[config.mk]
export PLATFORM = sky130hd
export DESIGN_NAME = watchdog_reset_req_flat
export DESIGN_NICKNAME = d
export VERILOG_FILES = /design/src/rtl/watchdog_reset_req_if.sv /design/src/rtl/watchdog_reset_req.sv /design/src/flat_wrapper.sv
export SDC_FILE = /design/constraint.sdc
export NUM_CORES = 1
export LEC_CHECK = 0
export ABC_AREA = 1
export CORE_MARGIN = 1
export CORE_UTILIZATION = 50
export DETAILED_ROUTE_END_ITERATION = 8
export PLACE_DENSITY_LB_ADDON = 0.12
export SETUP_SLACK_MARGIN = 0.5
export SKIP_LAST_GASP = 1
export SYNTH_ARGS = -nofsm -noshare
export SYNTH_HDL_FRONTEND = slang
export SYNTH_SLANG_ARGS = --single-unit
[constraint.sdc]
create_clock -name clk -period 1.9 [get_ports clk]
set_clock_uncertainty 0.05 [all_clocks]
set_input_delay 0.19 -clock clk [delete_from_list [all_inputs] [get_ports clk]]
set_output_delay 0.19 -clock clk [all_outputs]
set_load 0.1 [all_outputs]
[src/rtl/watchdog_reset_req_if.sv]
// Service/status bundle between the watchdog and the logic that kicks it.
// CW must match the watchdog's count width, $clog2(TimeoutCycles).
interface watchdog_reset_req_if #(
    parameter int CW = 10
);
    logic          enable;
    logic          kick;
    logic          clear;
    logic          rst_req_n;
    logic [1:0]    cause;
    logic [CW-1:0] count;

    modport master (
        output enable,
        output kick,
        output clear,
        input  rst_req_n,
        input  cause,
        input  count
    );

    modport slave (
        input  enable,
        input  kick,
        input  clear,
        output rst_req_n,
        output cause,
        output count
    );
endinterface

[src/rtl/watchdog_reset_req.sv]
// Windowed watchdog: a missed or early kick produces a fixed-length, registered,
// active-low reset request for the system reset generator.
module watchdog_reset_req #(
    parameter int TimeoutCycles = 1024,
    parameter int WindowCycles  = 0,
    parameter int PulseCycles   = 16
) (
    input logic                 clk,
    input logic                 rst,
    watchdog_reset_req_if.slave wd
);
    localparam int CW = (TimeoutCycles > 1) ? $clog2(TimeoutCycles) : 1;
    localparam int PW = (PulseCycles > 1) ? $clog2(PulseCycles) : 1;

    localparam logic [1:0] IDLE = 2'd0;
    localparam logic [1:0] RUN  = 2'd1;
    localparam logic [1:0] FIRE = 2'd2;

    localparam logic [CW-1:0] COUNT_LAST = CW'(TimeoutCycles - 1);
    localparam logic [PW-1:0] PULSE_LAST = PW'(PulseCycles - 1);

    if (TimeoutCycles < 2) begin : g_bad_timeout
        $error("watchdog_reset_req: TimeoutCycles must be >= 2");
    end
    if (PulseCycles < 1) begin : g_bad_pulse
        $error("watchdog_reset_req: PulseCycles must be >= 1");
    end
    if (WindowCycles >= TimeoutCycles) begin : g_bad_window
        $error("watchdog_reset_req: WindowCycles must be < TimeoutCycles");
    end

    logic [1:0]    state, state_next;
    logic [CW-1:0] count, count_next;
    logic [PW-1:0] pulse_cnt, pulse_next;
    logic [1:0]    cause, set_cause;
    logic          rst_req_n;
    logic          early;

    // With no window every kick is legal, so the comparison is dropped entirely.
    if (WindowCycles == 0) begin : g_no_window
        assign early = 1'b0;
    end else begin : g_window
        localparam logic [CW-1:0] WIN = CW'(WindowCycles);
        assign early = (count < WIN);
    end

    always_comb begin
        state_next = state;
        count_next = count;
        pulse_next = pulse_cnt;
        set_cause  = 2'b00;
        case (state)
            IDLE: begin
                count_next = '0;
                if (wd.enable) begin
                    state_next = RUN;
                end
            end
            RUN: begin
                if (!wd.enable) begin
                    state_next = IDLE;
                    count_next = '0;
                end else if (wd.kick && early) begin
                    state_next   = FIRE;
                    set_cause[1] = 1'b1;
                    count_next   = '0;
                    pulse_next   = '0;
                end else if (wd.kick) begin
                    count_next = '0;
                end else if (count == COUNT_LAST) begin
                    state_next   = FIRE;
                    set_cause[0] = 1'b1;
                    count_next   = '0;
                    pulse_next   = '0;
                end else begin
                    count_next = count + 1'b1;
                end
            end
            FIRE: begin
                if (pulse_cnt == PULSE_LAST) begin
                    state_next = IDLE;
                    pulse_next = '0;
                end else begin
                    pulse_next = pulse_cnt + 1'b1;
                end
            end
            default: begin
                state_next = IDLE;
                count_next = '0;
                pulse_next = '0;
            end
        endcase
    end

    // rst_req_n is registered from the next state so it is low exactly while in FIRE.
    always_ff @(posedge clk or posedge rst) begin
        if (rst) begin
            state     <= IDLE;
            count     <= '0;
            pulse_cnt <= '0;
            rst_req_n <= 1'b1;
            cause     <= 2'b00;
        end else begin
            state     <= state_next;
            count     <= count_next;
            pulse_cnt <= pulse_next;
            rst_req_n <= (state_next != FIRE);
            cause     <= (wd.clear ? 2'b00 : cause) | set_cause;
        end
    end

    assign wd.rst_req_n = rst_req_n;
    assign wd.cause     = cause;
    assign wd.count     = count;
endmodule
[src/flat_wrapper.sv]
// flat-port wrapper written by rule: the top's interface ports become plain ports
module watchdog_reset_req_flat 
#(
    parameter int TimeoutCycles = 1024,
    parameter int WindowCycles  = 0,
    parameter int PulseCycles   = 16
)
  (clk, rst, wd_enable, wd_kick, wd_clear, wd_rst_req_n, wd_cause, wd_count);
  watchdog_reset_req_if wd_i ();
  input logic clk;
  input logic rst;
  input wire logic [$bits(wd_i.enable)-1:0] wd_enable;
  input wire logic [$bits(wd_i.kick)-1:0] wd_kick;
  input wire logic [$bits(wd_i.clear)-1:0] wd_clear;
  output wire logic [$bits(wd_i.rst_req_n)-1:0] wd_rst_req_n;
  output wire logic [$bits(wd_i.cause)-1:0] wd_cause;
  output wire logic [$bits(wd_i.count)-1:0] wd_count;
  assign wd_i.enable = wd_enable;
  assign wd_i.kick = wd_kick;
  assign wd_i.clear = wd_clear;
  assign wd_rst_req_n = wd_i.rst_req_n;
  assign wd_cause = wd_i.cause;
  assign wd_count = wd_i.count;
  watchdog_reset_req #(.TimeoutCycles(TimeoutCycles), .WindowCycles(WindowCycles), .PulseCycles(PulseCycles)) u_core (.clk(clk), .rst(rst), .wd(wd_i));
endmodule
==> metrics.md, run 1 <==
| Metric | Value |
|---|---|
| CP max FO | 6 |
| Critical Path Source Type | register |
| Port buffer count | 16 |
| Vias in the first global route | 772 |
| Initial Util | 55.4% |
| Worst R2R Start | u_core.wd.count[1] |
| Routed via count | 845 |
| Clock period minus worst slack | 1370 ps |
| Layout cell share with drive strength beyond 1 | 37.3% |
| Core Rows | 15 |
| Root Buffer | clkbuf_4 |
| Number of routed nets with antenna violations | 0 |
| # hold bufs at CTS | 0 |
| Final wirelength | 1.84 mm |
| Final Total Pwr | 635 uW |
| Drt first pass iters | 4 |
| Post-synth top area cell | dfrtp_1 |
| Worst Path Class, Setup | reg2reg |
| Reg2reg end | u_core.wd.count[9] |
| Synthesized Nets | 124 |
| Setup slack, reg-to-reg | 530 ps |
| Via density | 5.06 |
| I/O Pins | 18 |
| Synthesis-stage register bit count | 18 |
| Top-area cell type share of the netlist area | 43.1% |
| GP Congestion | 0.796 |
| Die height | 46.4 um |
| Fillers | 144 |
| Placeable Area | 1780 um^2 |
| Routed len/inst | 11.0 um |
| Gr usage total | 21.5% |
| Clock Path Buffers | 2 |
| Fmax | 730 MHz |
| Detail Placement HPWL | 1.37 mm |
| Worst Path Arrival | 1510 ps |
| First-pass GRT wire length | 3.19 mm |
| Hold crit path type | in2async |
| Nets | 150 |
| Pwr dens | 489 nW/um^2 |
| Clk slew on worst S/H paths | 100 ps |
| Seq/Total Area, Yosys | 45.8% |
| Post-synth ARST share | 100% |
| Final worst-path cycle share | 72.1% |
| Status | finished clean |
| Post-Synthesis Cells | 117 |
| Slew Limit Fails | 0 |
| Top FF cell, synth | dfrtp_1 |
| Mapped Area | 987 um^2 |
| CTS sink cnt | 18 |
| CP Capture Type | register |
| Post-route DRC | 0 |
| Number of buffers created by CTS | 3 |
| Initial antenna violation count | 0 |
| CTS tree | built |
| Worst ir drop on vdd | 0.000343 V |
| RSZ-0062 raised after global routing | true |
| GRT overflow | 0 |
| Setup_tns | 0 ps |
| Largest net degree at the start of global routing | 11 |
| Worst R2R Path Depth | 8 |
| Post-synth EDFFs | 0 |
| Mapped Avg Cell Area | 8.44 um^2 |
| Post-synth cell types | 25 |
| Die width | 46.4 um |
| Worst EP required | 2040 ps |
| Top cells by area, synth | dfrtp_1, nand2_1, nand3_1 |
| LEAKAGE | 0.000663 uW |
| Critical Path Start | u_core.wd.count[1] |
| Max Cap Violations | 0 |
| ANT cells | 0 |
| Die area | 2160 um^2 |
| Worst skew pair latency | 290 ps |
| Final setup viols | 0 |
| Yosys warns | 0 |
| Final hold violation count | 0 |
| DR iter-0 viols | 10 |
| Hold_ws | 83.5 ps |
| H-tree Lvls | 1 |
| Syn-to-layout area delta | 31.6% |
## where the power goes
group	internal (uW)	switching, uW	total, uW
sequential	386	2.41	388
combinational	15.7	35.5	51.2
clock	81.6	114	196
## Yosys cell counts (all sizes together), types with 2 or more instances
cell type / number
o21ai: 5
nor2: 8
nand3: 16
xnor2: 3
ha: 2
nand4: 3
or2: 2
dfrtp: 17
nand2: 31
a21oi: 2
inv: 19
xor2: 3
## cells by family after synthesis
family | share of synthesized area, %
xor gates and xnor gates | 5.32
DFF | 45.8
adders and majority gates | 2.53
other | 0.380
buffers and inverters | 8.37
AOI/OAI and AO/OA | 4.82
and+or+nand+nor | 32.8
## per-stage QoR
| stage | cell area, um^2 | utilization (%) | setup slack, ps | cells |
|---|---|---|---|---|
| 6_report | 1300 | 72.8 | 531 | 167 |
| 5_1_grt | 1300 | 72.8 | 462 | 167 |
| 4_1_cts | 1270 | 71.4 | 507 | 166 |
| 3_5_place_dp | 1200 | 67.5 | 441 | 158 |
| 3_3_place_gp | 1200 | 67.5 | 482 | 158 |
| 2_1_floorplan | 1030 | - | 344 | 117 |
## worst max-delay path, cell delays in order (launching register included)
cell     delay (ps)
dfrtp_4         450
ha_4            160
nand2_4          60
nor2_4          150
nand3_4         120
nand2_4         110
nand2_4          60
nand2_1          60
nor2_1           40
## metal layers
| layer | part of all wire, % | track usage (%) |
|---|---|---|
| met5 | 0 | 0 |
| met2 | 51 | 34.2 |
| met1 | 43 | 26.4 |
| met3 | 4.0 | 5.88 |
| met4 | 2.6 | 10.6 |
## final cells by class
cell class	instances	area [um^2]	area share (%)
Multi-Input combinational cell	78	499	38.4
Sequential cell	18	477	36.7
Timing Repair Buffer	22	188	14.5
Inverter	20	77.6	5.97
Tap cell	25	31.3	2.41
Clock buffer	4	26.3	2.02
## registers in the layout, indices dropped and copies added (netlist names)
name	flops
u_core.pulse_cnt	4
u_core.state	2
u_core.wd.cause	1
u_core.wd.count	10
u_core.wd.rst_req_n	1
## what timing repair did
item / CTS / global route
setup buffers: 4 / 1
gates resized for setup: 3 / 5
endpoints found under the setup margin: 7 / 15
pin swaps: 4 / 2
## how the worst max path moves through the flow
stage / to / slack, ps / cells after the start
floorplan: u_core.wd.count[5] / 340 / 8
finish: u_core.wd.count[9] / 530 / 8
global placement: u_core.wd.count[6] / 480 / 7
CTS: u_core.wd.count[9] / 510 / 8
detailed placement: u_core.wd.count[6] / 440 / 7
global route: u_core.wd.count[9] / 460 / 8
## cells in the final DEF (no fill, tap or decap)
cell / count
o22ai_1: 1
dfstp_2: 1
inv_4: 1
nand3_2: 3
clkbuf_4: 3
or2_0: 1
buf_4: 17
nor2_1: 5
o21ai_0: 4
nand2_4: 4
conb_1: 1
dfrtp_2: 5
o21ai_2: 1
inv_2: 3
ha_4: 1
xor2_1: 3
or2_2: 1
buf_12: 1
nand2_2: 3
clkbuf_1: 1
nor2_8: 1
ha_1: 1
nand4_1: 3
xnor2_1: 3
dfrtp_4: 5
a21oi_1: 2
nor2_4: 2
a31oi_1: 1
nand2_1: 24
inv_1: 16
clkdlybuf4s50_1: 4
nand3_1: 12
nand3_4: 1
dfrtp_1: 7
Power figures use the tool's default switching activity.
==> run 2, diff against run 1 <==
Settings changed: CORE_UTILIZATION 50 to 45.
Clock period 1.9 ns to 1.2 ns, I/O delays scaled along.
==> run 2 against run 1 <==
- the flow now finishes with violations (setup timing)
- sequential cell count unchanged
- count of clock-buffer cells in the layout unchanged
- clock power increased by 98%
- non-clock buffer count increased by 21
- fmax decreased by 0.59%
- worst setup slack got worse by 710 ps
- sequential share of layout area decreased by 7.3 points
- wire length increased by 41%
- via count increased by 12%
- critical endpoint is now u_core.wd.count[5]
==> metrics.md, run 2 (same netlist as run 1, synthesis figures left out) <==
| Metric | Value |
|---|---|
| Drt first pass iters | 4 (unchanged) |
| Max Cap Violations | 0 (unchanged) |
| Delay-heaviest family, CP | flip-flops |
| Core Rows | 16 (+1) |
| Worst path max stage delay | 450 ps (about the same) |
| RSZ-0062 raised after global routing | true |
| Clock Path Buffers | 2 (unchanged) |
| I/O Pins | 18 (unchanged) |
| Die area | 2380 um^2 (+11%) |
| First-pass GRT wire length | 4.02 mm (+26%) |
| Detail Placement HPWL | 1.64 mm (+20%) |
| Number of buffers created by CTS | 3 (unchanged) |
| Critical Path Source Type | register |
| CP max stage cell | dfrtp_4 |
| H-tree Lvls | 1 (unchanged) |
| Clk slew on worst S/H paths | 100 ps (about the same) |
| Worst skew pair latency | 310 ps (+20 ps) |
| CTS tree | built |
| Nets | 171 (+14%) |
| Cells along the critical path | buf_4, inv_1, nor2_4, nand3_1, xor2_1, nor2_2 |
| Layout cell share with drive strength beyond 1 | 52.1% (+15 points) |
| GP Congestion | 0.833 (+4.7%) |
| Die height | 48.8 um (+5.2%) |
| Placeable Area | 2000 um^2 (+12%) |
| CTS sink cnt | 18 (unchanged) |
| Number of routed nets with antenna violations | 0 (unchanged) |
| Initial Util | 49.3% (-6.1 points) |
| Largest net degree at the start of global routing | 19 (+8) |
| Via density | 5.00 (-1.2%) |
| Post-route DRC | 0 (unchanged) |
| # hold bufs at CTS | 0 (unchanged) |
| CP Capture Type | register |
| Largest register FFs | 10 (unchanged) |
| Root Buffer | clkbuf_4 |
| Fmax | 726 MHz (-0.59%) |
| Routed via count | 950 (+12%) |
| Top flop regs | u_core.wd.count x10, u_core.pulse_cnt x4, u_core.state x2 |
| Clock period minus worst slack | 1380 ps (+8.16 ps) |
| Hold crit path type | in2async |
| Worst Path Class, Setup | reg2reg |
| Commonest cells after routing, fill and taps aside | nand2_1, buf_4, inv_1, buf_12, dfrtp_4 |
| Initial antenna violation count | 0 (unchanged) |
| Vias in the first global route | 950 (+23%) |
| Status | complete, but fails checks |
| Gr usage total | 22.3% (+0.77 points) |
| LEAKAGE | 0.000815 uW (+23%) |
| Final setup viols | 29 (+29) |
| GRT overflow | 0 (unchanged) |
| Syn-to-layout area delta | 71.0% |
| Final worst-path cycle share | 115% (+43 points) |
| Slew Limit Fails | 0 (unchanged) |
| Worst EP required | 1350 ps (-690 ps) |
| Hold_ws | 66.0 ps (-17.5 ps) |
| Worst ir drop on vdd | 0.000762 V (+120%) |
| Failing checks | setup timing |
| Most common cell after layout, fill and taps aside | nand2_1 |
| Port buffer count | 16 (unchanged) |
| CP max FO | 5 (-1) |
| Final worst slack | -177 ps (-708 ps) |
| DR iter-0 viols | 20 (+10) |
| ANT cells | 0 (unchanged) |
| Worst Path Arrival | 1530 ps (+20 ps) |
| Most flop-heavy register | u_core.wd.count |
| Util after Layout | 84.3% (+11 points) |
| Final wirelength | 2.59 mm (+41%) |
| Routed len/inst | 13.6 um (+24%) |
| Final hold violation count | 0 (unchanged) |
| Fillers | 119 (-17%) |
| CP bufs+invs | 2 (+2) |
| Die width | 48.8 um (+5.2%) |
| Pwr dens | 648 nW/um^2 (+33%) |
[run 2: changes by cell type in the layout (fill, tap and decap cells not counted), moves of 3 or more]
cell	delta
nor2_2	+3
nor2_1	-3
buf_4	+3
dfrtp_2	-5
buf_6	+7
nand2_2	+3
dfrtp_4	+6
buf_12	+11
nand2_1	-3
[run 2: area by class of cell]
cell class              instances  area [um^2]  share of cell area (%)
flip-flops and latches         18          497                    29.4
clock buffers                   4         36.3                    2.15
well taps                      27         33.8                    2.00
multi-input cells              78          532                    31.5
repair buffers                 43          509                    30.2
inverters                      20         80.1                    4.74
[run 2: routing by layer]
layer | vias to the layer above | share of wire, % | GRT usage [%]
li1 | 463 | - | -
met4 | 0 | 1.7 | 10.3
met5 | - | 0 | 0
met1 | 454 | 41 | 25.2
met3 | 5 | 3.1 | 1.87
met2 | 28 | 54 | 41.9
[run 2: stage by stage]
step	setup TNS, ps	power (uW)	std cells	setup slack (ps)	cell area [um^2]
6_report	-2750	1090	190	-177	1690
5_1_grt	-4220	1120	190	-273	1690
4_1_cts	-2820	1100	189	-154	1670
3_5_place_dp	-2120	715	177	-214	1490
3_3_place_gp	-1520	713	177	-145	1490
2_1_floorplan	-5410	681	117	-342	1050
[run 2: worst paths after layout]
| kind | start | to | slack [ps] | cells past startpoint |
|---|---|---|---|---|
| max reg2reg | u_core.wd.count[0] | u_core.wd.count[5] | -180 | 6 |
| min in group clk | wd_clear | u_core.wd.cause[0] | 300 | 2 |
| max | u_core.wd.count[0] | u_core.wd.count[5] | -180 | 6 |
| max in group asynchronous | rst | u_core.wd.rst_req_n | 770 | 3 |
| min | rst | u_core.wd.count[1] | 70 | 3 |
| min reg2reg | u_core.state[0] | u_core.state[0] | 470 | 1 |
[run 2: worst reg2reg max path, cell delays in order, from the launching register on]
cell,delay [ps]
dfrtp_4,450
buf_4,150
inv_1,70
nor2_4,160
nand3_1,110
xor2_1,220
nor2_2,70
[run 2: power breakdown]
group | internal [uW] | switching, uW
sequential | 610 | 3.50
combinational | 31.6 | 61.0
clock | 186 | 202
[run 2: timing repair]
action | in CTS | in global routing
gates cloned | 0 | 0
buffers inserted | 8 | 1
hold endpoints to repair | 0 | 0
endpoints found under the setup margin | 30 | 30
pin swaps | 8 | 9
gates resized for setup | 20 | 6
==> run 3, diff against run 2 <==
--- a/config.mk
+++ b/config.mk
@@ -9,3 +9,3 @@
 export CORE_MARGIN = 1
-export CORE_UTILIZATION = 45
+export CORE_UTILIZATION = 50
 export DETAILED_ROUTE_END_ITERATION = 8
==> constraint.sdc (replaced) <==
create_clock -name clk -period 1.45 [get_ports clk]
set_clock_uncertainty 0.05 [all_clocks]
set_input_delay 0.145 -clock clk [delete_from_list [all_inputs] [get_ports clk]]
set_output_delay 0.145 -clock clk [all_outputs]
set_load 0.02 [all_outputs]
==> run 3 against run 2 <==
- the flow now finishes without violations
- worst setup slack better by 290 ps
- critical path depth up 2
- design area shrank 17%
- sequential share of layout area increased by 3.0 points
- non-clock buffer count is 11 lower
- first-iteration DRC count decreased by 35%
- critical endpoint is now u_core.wd.count[7]
- fmax increased by 2.8%
==> metrics.md, run 3 (same netlist as run 1, synthesis figures left out) <==
| Metric | Value |
|---|---|
| Final worst-path cycle share | 92.4% (-22 points) |
| Delay-heaviest family, CP | simple AND/OR/NAND/NOR gates |
| Die height | 46.4 um (-4.9%) |
| Largest register FFs | 10 (unchanged) |
| Number of routed nets with antenna violations | 0 (unchanged) |
| # hold bufs at CTS | 0 (unchanged) |
| Worst Path Class, Setup | reg2reg |
| Design area | 1410 um^2 (-17%) |
| Final wirelength | 2.04 mm (-21%) |
| Top flop regs | u_core.wd.count x10, u_core.pulse_cnt x4, u_core.state x2 |
| Worst ir drop on vdd | 0.000542 V (-29%) |
| Fmax | 747 MHz (+2.8%) |
| CP Capture Type | register |
| Post-route DRC | 0 (unchanged) |
| Worst Path Arrival | 1480 ps (-50 ps) |
| Die area | 2160 um^2 (-9.6%) |
| H-tree Lvls | 1 (unchanged) |
| CP max FO | 6 (+1) |
| Clock Path Buffers | 2 (unchanged) |
| Final Total Pwr | 825 uW (-25%) |
| RSZ-0062 raised after global routing | true |
| Commonest cells after routing, fill and taps aside | nand2_1, buf_4, inv_1, dfrtp_1, nand3_1 |
| Vias in the first global route | 774 (-19%) |
| Port buffer count | 16 (unchanged) |
| Worst EP required | 1590 ps (+240 ps) |
| GP Congestion | 0.785 (-5.7%) |
| LEAKAGE | 0.000734 uW (-9.9%) |
| Final hold violation count | 0 (unchanged) |
| CP max stage cell | dfrtp_2 |
| ANT cells | 0 (unchanged) |
| Cell mode on critical path | nand2_4 |
| Max Cap Violations | 0 (unchanged) |
| CTS sink cnt | 18 (unchanged) |
| Most flop-heavy register | u_core.wd.count |
| Drt first pass iters | 2 (-2) |
| Pwr dens | 587 nW/um^2 (-9.5%) |
| Cell Area, Placed | 1210 um^2 (-19%) |
| Detail Placement HPWL | 1.33 mm (-19%) |
| DR iter-0 viols | 13 (-35%) |
| I/O Pins | 18 (unchanged) |
| Clock period minus worst slack | 1340 ps (-38.1 ps) |
| CTS tree | built |
| Core Rows | 15 (-1) |
| First-pass GRT wire length | 3.25 mm (-19%) |
| Nets | 160 (-6.4%) |
| Layout cell share with drive strength beyond 1 | 42.1% (-10 points) |
| Hold crit path type | in2async |
| Largest net degree at the start of global routing | 19 (unchanged) |
| Routed via count | 836 (-12%) |
| Status | finished clean |
| Gr usage total | 21.8% (-0.45 points) |
| Die width | 46.4 um (-4.9%) |
| Via density | 4.72 (-5.5%) |
| Routed len/inst | 11.5 um (-15%) |
| Critical Path Source Type | register |
| Setup_tns | 0 ps (+2750 ps) |
| Final worst slack | 111 ps (+288 ps) |
| Number of buffers created by CTS | 3 (unchanged) |
| Initial Util | 55.4% (+6.1 points) |
| GRT overflow | 0 (unchanged) |
| Slew Limit Fails | 0 (unchanged) |
| Syn-to-layout area delta | 42.5% |
| Cells along the critical path | ha_4, nand2_4, nor2_4, nand3_4, nand2_4, nand2_4, nand2_1, nor2_1 |
| Final setup viols | 0 (-100%) |
| Placeable Area | 1780 um^2 (-11%) |
| Clk slew on worst S/H paths | 110 ps (about the same) |
| Setup Slack @ Placement | 29.8 ps (+244 ps) |
| Worst path max stage delay | 430 ps (-20 ps) |
| Most common cell after layout, fill and taps aside | nand2_1 |
| Initial antenna violation count | 0 (unchanged) |
| CP bufs+invs | 0 (-2) |
| Root Buffer | clkbuf_4 |
| Worst skew pair latency | 290 ps (-20 ps) |
[run 3: per-layer routing]
layer | track usage, % | part of all wire [%]
met4 | 11.8 | 1.8
met1 | 26.2 | 47
met3 | 2.75 | 2.3
met2 | 37.2 | 49
met5 | 0 | 0
[run 3: report_power, final]
part / switching (uW) / internal, uW
clock network: 150 / 107
logic: 32.8 / 27.3
registers: 3.19 / 505
[run 3: worst min-delay path: stages]
cell,delay (ps)
clkdlybuf4s50_1,390
inv_1,50
buf_4,240
[run 3: cell type report]
class                      count  area, um^2
clock buffer                   4        26.3
fill                         122         377
inverter                      20        78.8
multi-input combinational     78         532
sequential                    18         455
tap                           25        31.3
timing repair buffer          32         283
[run 3: final timing paths]
kind / from / to / slack (ps) / cells after the start
max reg2reg: u_core.wd.count[1] / u_core.wd.count[7] / 110 / 8
max: u_core.wd.count[1] / u_core.wd.count[7] / 110 / 8
min in group clk: wd_clear / u_core.wd.cause[0] / 360 / 2
min: rst / u_core.wd.count[1] / 100 / 3
min reg2reg: u_core.state[0] / u_core.state[0] / 440 / 1
max in group asynchronous: rst / u_core.wd.rst_req_n / 980 / 3
[run 3: stage by stage]
| stage | utilization [%] | hold slack, ps | instances |
|---|---|---|---|
| floorplan | - | 32.7 | 117 |
| global placement | 68.0 | 422 | 159 |
| detailed placement | 68.0 | 426 | 159 |
| CTS | 75.4 | 106 | 172 |
| global route | 78.9 | 148 | 177 |
| finish | 78.9 | 102 | 177 |
[run 3: timing repair]
| action | CTS | global route |
|---|---|---|
| buffers inserted | 9 | 5 |
| pin swaps | 7 | 4 |
| resized for setup | 68 | 11 |
| endpoints found under the setup margin | 30 | 30 |
